==> src/rtl/ws2812_tx.sv <==
// ws2812_tx: serialises NLEDS 24-bit 0xRRGGBB words as WS2812 NRZ pulses (G,R,B order, MSB first) and ends each frame with a latch gap.
// Define WS2812_BRIGHTNESS_EN to add the brightness port, which scales each channel when a pixel is loaded.
module ws2812_tx #(
  parameter int NLEDS  = 8,
  parameter int TBIT   = 60,
  parameter int T0H    = 19,
  parameter int T1H    = 38,
  parameter int TRESET = 2880
) (
  input  logic        clk,
  input  logic        rst,
  input  logic [23:0] data,
  input  logic        valid,
  output logic        ready,
  output logic        dout,
  output logic        busy,
  output logic        frame_done,
  output logic        underflow
`ifdef WS2812_BRIGHTNESS_EN
  ,
  input  logic [7:0]  brightness
`endif
);

  localparam int CW = $clog2(TBIT);
  localparam int GW = $clog2(TRESET + 1);
  localparam int PW = $clog2(NLEDS + 1);

  typedef enum logic [1:0] {
    S_IDLE,
    S_BIT,
    S_FETCH,
    S_LATCH
  } state_e;

  state_e        state_q, state_d;
  logic [CW-1:0] cyc_q, cyc_d;
  logic [4:0]    bit_q, bit_d;
  logic [PW-1:0] pix_q, pix_d;
  logic [GW-1:0] gap_q, gap_d;
  logic [23:0]   shift_q, shift_d;
  logic          dout_q, dout_d;
  logic          fdone_q, fdone_d;
  logic          uflow_c;
  logic [23:0]   load_val;

`ifdef WS2812_BRIGHTNESS_EN
  function automatic logic [7:0] scale(input logic [7:0] c, input logic [7:0] b);
    logic [15:0] prod;
    prod = {8'd0, c} * {7'd0, ({1'b0, b} + 9'd1)};
    return 8'(prod >> 8);
  endfunction

  assign load_val = {scale(data[15:8], brightness),
                     scale(data[23:16], brightness),
                     scale(data[7:0], brightness)};
`else
  assign load_val = {data[15:8], data[23:16], data[7:0]};
`endif

  assign ready      = rst && ((state_q == S_IDLE) || (state_q == S_FETCH));
  assign busy       = (state_q != S_IDLE);
  assign dout       = dout_q;
  assign frame_done = fdone_q;
  assign underflow  = uflow_c && rst;

  always_comb begin
    state_d = state_q;
    cyc_d   = cyc_q;
    bit_d   = bit_q;
    pix_d   = pix_q;
    gap_d   = gap_q;
    shift_d = shift_q;
    fdone_d = 1'b0;
    uflow_c = 1'b0;

    case (state_q)
      S_IDLE: begin
        pix_d = '0;
        if (valid) begin
          shift_d = load_val;
          cyc_d   = '0;
          bit_d   = '0;
          state_d = S_BIT;
        end
      end

      S_BIT: begin
        // The last bit is one cycle short; the following FETCH/LATCH cycle completes its period.
        if (cyc_q == ((bit_q == 5'd23) ? CW'(TBIT - 2) : CW'(TBIT - 1))) begin
          cyc_d   = '0;
          shift_d = {shift_q[22:0], 1'b0};
          bit_d   = bit_q + 5'd1;
          if (bit_q == 5'd23) begin
            bit_d = '0;
            gap_d = '0;
            if (pix_q == PW'(NLEDS - 1)) begin
              pix_d   = '0;
              state_d = S_LATCH;
            end else begin
              pix_d   = pix_q + PW'(1);
              state_d = S_FETCH;
            end
          end
        end else begin
          cyc_d = cyc_q + CW'(1);
        end
      end

      S_FETCH: begin
        if (valid) begin
          shift_d = load_val;
          cyc_d   = '0;
          bit_d   = '0;
          gap_d   = '0;
          state_d = S_BIT;
        end else if (gap_q == GW'(TRESET - 1)) begin
          uflow_c = 1'b1;
          pix_d   = '0;
          gap_d   = '0;
          state_d = S_IDLE;
        end else begin
          gap_d = gap_q + GW'(1);
        end
      end

      S_LATCH: begin
        if (gap_q == GW'(TRESET - 1)) begin
          fdone_d = 1'b1;
          gap_d   = '0;
          state_d = S_IDLE;
        end else begin
          gap_d = gap_q + GW'(1);
        end
      end

      default: state_d = S_IDLE;
    endcase

    // dout is registered from next-state values so the pin is glitch-free without extra latency.
    dout_d = (state_d == S_BIT) &&
             (cyc_d < (shift_d[23] ? CW'(T1H) : CW'(T0H)));
  end

  always_ff @(posedge clk) begin
    if (!rst) begin
      state_q <= S_IDLE;
      cyc_q   <= '0;
      bit_q   <= '0;
      pix_q   <= '0;
      gap_q   <= '0;
      shift_q <= '0;
      dout_q  <= 1'b0;
      fdone_q <= 1'b0;
    end else begin
      state_q <= state_d;
      cyc_q   <= cyc_d;
      bit_q   <= bit_d;
      pix_q   <= pix_d;
      gap_q   <= gap_d;
      shift_q <= shift_d;
      dout_q  <= dout_d;
      fdone_q <= fdone_d;
    end
  end

endmodule

==> config.mk <==
export PLATFORM = sky130hd
export DESIGN_NAME = ws2812_tx
export DESIGN_NICKNAME = d
export VERILOG_FILES = /design/src/rtl/ws2812_tx.sv
export SDC_FILE = /design/constraint.sdc
export NUM_CORES = 1
export LEC_CHECK = 0
export BUFFER_PORTS_ARGS = -buffer_cell sky130_fd_sc_hd__clkbuf_2
export CAP_MARGIN = 20
export CORE_ASPECT_RATIO = 1.1
export CORE_MARGIN = 10
export CORE_UTILIZATION = 54
export DETAILED_ROUTE_END_ITERATION = 10
export PLACE_DENSITY = 0.85
export SLEW_MARGIN = 20
export SYNTH_ARGS = -nofsm -noshare
export SYNTH_HDL_FRONTEND = slang
export SYNTH_SLANG_ARGS = --single-unit
==> constraint.sdc <==
create_clock -name clk -period 3.8 [get_ports clk]
set_input_delay 0.38 -clock clk [delete_from_list [all_inputs] [get_ports clk]]
set_output_delay 0.38 -clock clk [all_outputs]
set_load 0.01 [all_outputs]
# Word-level counts from Yosys, hierarchy flattened
# Index checks and enable logic that the tools add are counted.
[word_totals]
ff_bits = 55
wordCells = 74
output_inout_bits = 5
inputBits = 27
[classes]
muxes = 33
magnitude_cmp = 1
reduce_logical = 14
eq_ne = 13
add_sub_neg = 4
[ops]
columns = ["operator", "count"]
rows = [
  ["two-way mux 12 bit", 4],
  ["two-way mux 24 bit", 2],
  ["one-hot mux 24 bit (2 select lines)", 1],
  ["one-hot mux 12 bit (3 select lines)", 1],
  ["two-way mux 4 bit", 5],
  ["two-way mux 6 bit", 3],
  ["two-way mux 5 bit", 3],
  ["adder 12 x 1 -> 12 bit, second input constant", 1],
  ["== test 12 bit, second input constant", 1],
  ["one-hot mux 4 bit (3 select lines)", 1],
  ["one-hot mux 6 bit (2 select lines)", 1],
  ["two-way mux 2 bit", 5],
  ["one-hot mux 5 bit (2 select lines)", 1],
  ["one-hot mux 2 bit (4 select lines)", 1],
  ["adder 6 x 1 -> 6 bit, second input constant", 1],
  ["== test 6 bit", 1],
  ["less-than comparator 6 bit", 1],
  ["inequality test 2 bit, second input constant", 3],
  ["AND reduction 3 bit", 2],
  ["nonzero test 3 bit", 2],
  ["adder 5 x 1 -> 5 bit, second input constant", 1],
  ["== test 5 bit, second input constant", 1],
  ["two-way mux 1 bit", 5],
  ["AND reduction 5 bit", 1],
  ["other kinds (11)", 17],
]

# Longest topological paths before layout
[logic_depth]
word_depth = 8
depth_mapped = 11
mapped_depth_nobuf = 11

# Worst setup path before layout
# Ideal clock, no wire load.
[synth_path]
kind = "reg2reg"
from = "reg bit_q[0]"
to = "reg dout_q, in the netlist dout"
required_ns = 3.740
slack_ns = 1.321
arrival_time_ns = 2.419
n_path_buf = 0
period_less_slack_ns = 2.479
stages_incl_launch_ff = 11
setup_time_ns = 0.060
cell_sequence = "dfxtp_1 -> ha_1 -> nand4b_4 -> xnor2_4 -> and2_1 -> a221o_1 -> ha_1 -> a21o_1 -> a21oi_1 -> o311ai_0 -> and3b_1"
[synth_via]
elab_chain_cells = 8
elab_cells_between_ends = 14
classes_between = "1 x order compare; 3 x eq/ne; 9 x mux; 1 x reduce/logical"
[synth_rtl]
columns = ["item", "line_no", "rtl"]
rows = [
  ["start: declaration", "38", "logic [4:0] bit_q, bit_d;"],
  ["start signal: assignment", "158", "bit_q <= bit_d;"],
  ["== test 5 bit", "90", "if (cyc_q == ((bit_q == 5'd23) ? CW'(TBIT - 2) : CW'(TBIT - 1))) begin"],
  ["two-way mux 1 bit", "90", ""],
  ["== test 6 bit", "90", ""],
  ["two-way mux 24 bit", "90", ""],
  ["one-hot mux 24 bit (2 select lines)", "77", "case (state_q)"],
  ["via shift_d[23]", "41", "logic [23:0] shift_q, shift_d;"],
  ["two-way mux 6 bit", "142", "(cyc_d < (shift_d[23] ? CW'(T1H) : CW'(T0H)));"],
  ["less-than comparator 6 bit", "142", ""],
  ["logical AND 1 bit", "141", "dout_d = (state_d == S_BIT) &&"],
  ["end signal: assignment", "162", "dout_q <= dout_d;"],
  ["end: declaration", "42", "logic dout_q, dout_d;"],
]
# The timed path passes the listed nets, and every way through them passes these cells. The select of a mux whose other input is x is not followed.
# A chain may end at the register's enable or synchronous reset.

# Worst setup path after layout
[layout_path]
from = "reg state_q[0]"
to = "reg dout_q, in the netlist dout"
[layout_via]
elab_chain_cells = 6
elab_cells_between_ends = 17
classes_between = "1 x order compare; 4 x eq/ne; 9 x mux; 3 x reduce/logical"
[layout_rtl]
columns = ["item", "line_no", "rtl"]
rows = [
  ["start: declaration", "36", "state_e state_q, state_d;"],
  ["start signal: assignment", "156", "state_q <= state_d;"],
  ["== test 2 bit or logical NOT 2 bit (tied branches)", "77", ""],
  ["OR reduction 2 bit (no line)", "-", ""],
  ["one-hot mux 24 bit (2 select lines) (*)", "77", ""],
  ["via shift_d[23]", "41", ""],
  ["two-way mux 6 bit (*)", "142", ""],
  ["less-than comparator 6 bit (*)", "142", ""],
  ["logical AND 1 bit (*)", "141", ""],
]
# The timed path passes the listed nets; every way through them passes the cells marked *.

==> results.txt <==
- The run finished with clean final reports.
* Drt wl/cell: 14.9 µm
- Arrival @ worst endpoint: 3450 ps
* Max-cap violation count: 0
- IR analysis of the VDD net gives a maximum drop of 216 µV.
* Post-Syn Instances: 316
- The tree is rooted in a sky130_fd_sc_hd__clkbuf_8.
* Number of global-route vias before repair: 2270
* Cell depth of the worst flop-to-flop path: 9
- Summing every instance area after synthesis gives 2720 µm².
* Post-detailed-route DRC marker count: 0
- Setup repair after global routing left no endpoint under its margin.
* Final max-slew violation count: 0
- In the final layout, the multi-input gates occupy 1520 µm².
- # clock sinks: 55
- Vias: 2413
* Period Utilization, post-route: 0.842
* Max_slew headroom: 0.501
- CP Cell Sequence: nand2b_1, nor3_2, a21oi_4, a221o_1, ha_1, a21o_1, a21oi_1, o311ai_0, and3b_1
- Of the cells placed in the final design, the portion with a size suffix greater than 1 is 0.159.
- STA classifies the critical path startpoint as a flip-flop.
* Global Route Usage Sum: 0.143
- Cell accounting for the most synthesized area: sky130_fd_sc_hd__dfxtp_1
- The average instance in the mapped netlist occupies 8.60 µm².
* Ports placed on the boundary: 32
* Half-perimeter wire length of the detailed placement result: 4170 µm
* H-Tree Depth: 2
- Overall die area: 8270 µm²
- Finish-stage setup viols: 0
- Most used flip-flop cell after synthesis: sky130_fd_sc_hd__dfxtp_1
* Most common cell in the netlist: sky130_fd_sc_hd__dfxtp_1
* Clock tree from TritonCTS: yes
- In this run the vertical extent of the chip is 94.4 µm.
* Hold-fix buffers at CTS: 0
- Antenna viol nets, final: 0
- Dividing total power by cell area gives a power density of 366 nW/µm².
- In this run the register-to-register setup slack is 600 ps.
* Number of synthesized flops with an enable pin: 0
- Cell type of the slowest stage on the worst timing path: sky130_fd_sc_hd__dfxtp_1
- Total overflow reported by the global router: 0
* Ranking of synthesized cells by instance count: sky130_fd_sc_hd__dfxtp_1, sky130_fd_sc_hd__nand2_1, sky130_fd_sc_hd__a21oi_1
- Total detailed-routing wirelength: 5920 µm
- Of the post-synthesis cell area, the dominant cell type holds 0.405.
* Critical path buffer and inverter count: 0
- Along the worst hold path, the cell count comes to 3.
- Once the clock tree was built, the resizer swapped 0 gates to a different size.
- Hold Startpoint: data[0]
- In this run the tool buffered the top-level ports with 31 buffer cells.
- Type of the most critical hold path: primary input to flip-flop
- Routability-driven placement congestion ratio: 0.831
- The analysis attributes to cell leakage a power of 1.23 nW.
- The sequential cells in the finished layout cover a total of 1100 µm².
- Broken down by cell family, the worst path's largest delay share belongs to compound AO/OA/AOI/OAI gates.
* Number of nets in the layout: 372
* Seq/Total Area, Yosys: 0.405
* Critical Path RT: 4050 ps
- Row count: 27
- The worst path needs 3200 ps of the cycle, external delays included.
- In this run, synthesis produced a sequential element count of 55.
- The worst setup path is captured at a flip-flop.
- Delay of the slowest cell on the worst path: 650 ps
- Hold Crit Endpoint: shift_q[0]$_SDFFE_PN0P_
- The worst register-to-register path ends at dout$_SDFF_PN0_.
* Clock transition at the register clock pins on the worst setup and hold paths after CTS: 100 ps
- Cells taking the most area after synthesis: sky130_fd_sc_hd__dfxtp_1, sky130_fd_sc_hd__a21oi_1, sky130_fd_sc_hd__a22oi_1
* CTS max path bufs: 2
- Total of warnings raised by yosys: 0
- Of all flip-flops after synthesis, the portion carrying an async set or reset was 0.
- Number of antenna violations at the first check in global routing: 0
- Post-Route Skew: 6.20 ps
* Latest clock arrival within the worst-skew pair: 310 ps
- For the pin with the worst max-slew slack, the measured transition is 746 ps.
* Sum of negative setup slack: 0 ps
- Utilization of the core after routing: 0.607
- The total count of hold-check failures in the final report is 0.
- Placeable core region: 4930 µm²
- The detailed router finished its first iteration with 220 violations.
- Static timing analysis puts the maximum clock frequency at 0.313 GHz.
- Along the worst path, the maximum fanout reaches 28.
- Entering global routing, the biggest net connects 31 pins.
- The number of antenna diodes in the final layout is 0.
- In this run the horizontal extent of the chip is 87.6 µm.
- Type of the worst setup path: flip-flop to flip-flop
- Vias per inst: 6.08
- Buffers inserted during clock tree synthesis total 5.
- Number of different library cells in the post-synthesis netlist: 54
- The initial utilization of the core area, before any placement, comes to 0.551.
- The pre-antenna-repair detailed-routing pass consisted of 4 iterations.
* Number of buffers inserted by post-CTS setup repair: 0
- The first global-routing pass estimated 9940 µm of wire.
- In this run the critical register-to-register path is launched from state_q[0]$_SDFF_PN0_.
- The number of nets in the synthesized netlist is 350.
* Area growth from synthesis to layout: 10.2%
* Fill count: 445
kinds of logic (layout without fill, tap and decap cells):
family | after synthesis | count (layout) | synth area share
xor+xnor | 11 | 11 | 0.0424
mux | 1 | 1 | 0.00369
fa+ha+maj | 7 | 7 | 0.0322
compound gates | 85 | 85 | 0.216
flops | 55 | 55 | 0.405
buf+inv | 23 | 46 | 0.0401
simple gates | 134 | 134 | 0.260
cells in the final DEF, fill, tap and decap left out, drive strengths merged, types with 2 or more instances in the layout:
cell type and instances:
nand2 42, xor2 8, ha 7, and2 6, nand2b 3, and4 2, a211oi 4, nand3b 4
nor4b 2, nor3 6, a221o 2, and3 5, nor2b 3, nor4 3, or2 2, clkbuf 37
a22oi 22, nor2 27, inv 5, nand4 7, o21ai 3, nand3 17, dfxtp 55, a31oi 3
buf 3, a21o 2, a21oi 36, xnor2 3, a2bb2oi 3
worst max-delay path by stage:
stage                                     start         endpoint  cells after the start
after CTS                 bit_q[0]$_SDFFE_PN0P_  dout$_SDFF_PN0_                     10
after floorplan           bit_q[0]$_SDFFE_PN0P_  dout$_SDFF_PN0_                     10
after global placement    bit_q[0]$_SDFFE_PN0P_  dout$_SDFF_PN0_                     10
final                     state_q[0]$_SDFF_PN0_  dout$_SDFF_PN0_                      9
after detailed placement  bit_q[0]$_SDFFE_PN0P_  dout$_SDFF_PN0_                     10
after global routing      state_q[0]$_SDFF_PN0_  dout$_SDFF_PN0_                      9
metrics by stage:
step / setup slack, ps / hold slack [ps] / std cells / instance area (µm²) / power [mW]
finish: 602 / 313 / 397 / 2990 / 1.09
global route: 339 / 351 / 397 / 2990 / 1.14
CTS: 378 / 308 / 397 / 2990 / 1.10
detailed placement: 401 / 446 / 389 / 2880 / 0.718
global placement: 499 / 441 / 389 / 2880 / 0.715
floorplan: 1320 / 436 / 316 / 2720 / 0.686
layer usage:
layer | GRT usage | vias to the layer above | routed length, µm
met3 | 0.0448 | 6 | 409
met4 | 0.0439 | 0 | 55
met5 | 0 | - | 0
met2 | 0.243 | 69 | 2880
li1 | - | 1198 | -
met1 | 0.169 | 1140 | 2570
flip-flops by register name, summed over array words and instances (netlist names):
signal      flops
cyc_q           6
shift_q        24
pix_q           4
gap_q          12
frame_done      1
dout            1
bit_q           5
state_q         2
where the power goes:
| group | total [mW] | internal [mW] | leakage, nW | switching (mW) |
|---|---|---|---|---|
| clock | 0.389 | 0.199 | 0.0558 | 0.189 |
| sequential | 0.607 | 0.593 | 0.447 | 0.0139 |
| combinational | 0.0991 | 0.0407 | 0.727 | 0.0583 |
worst reg2reg max path: stages (launching register included):
cell and delay [ps]:
sky130_fd_sc_hd__dfxtp_1 650, sky130_fd_sc_hd__nand2b_1 350, sky130_fd_sc_hd__nor3_2 470, sky130_fd_sc_hd__a21oi_4 270
sky130_fd_sc_hd__a221o_1 400, sky130_fd_sc_hd__ha_1 350, sky130_fd_sc_hd__a21o_1 160, sky130_fd_sc_hd__a21oi_1 140
sky130_fd_sc_hd__o311ai_0 130, sky130_fd_sc_hd__and3b_1 240
final cells by class:
cell class                      instances  share of cell area
Tap cell                               58              0.0242
Sequential cell                        55               0.368
Timing Repair Buffer                   34              0.0593
Multi-Input combinational cell        238               0.506
Clock buffer                            6              0.0242
Inverter                                4             0.00501
Clock inverter                          2              0.0130
Note: power is estimated with default switching activity, not from simulation.
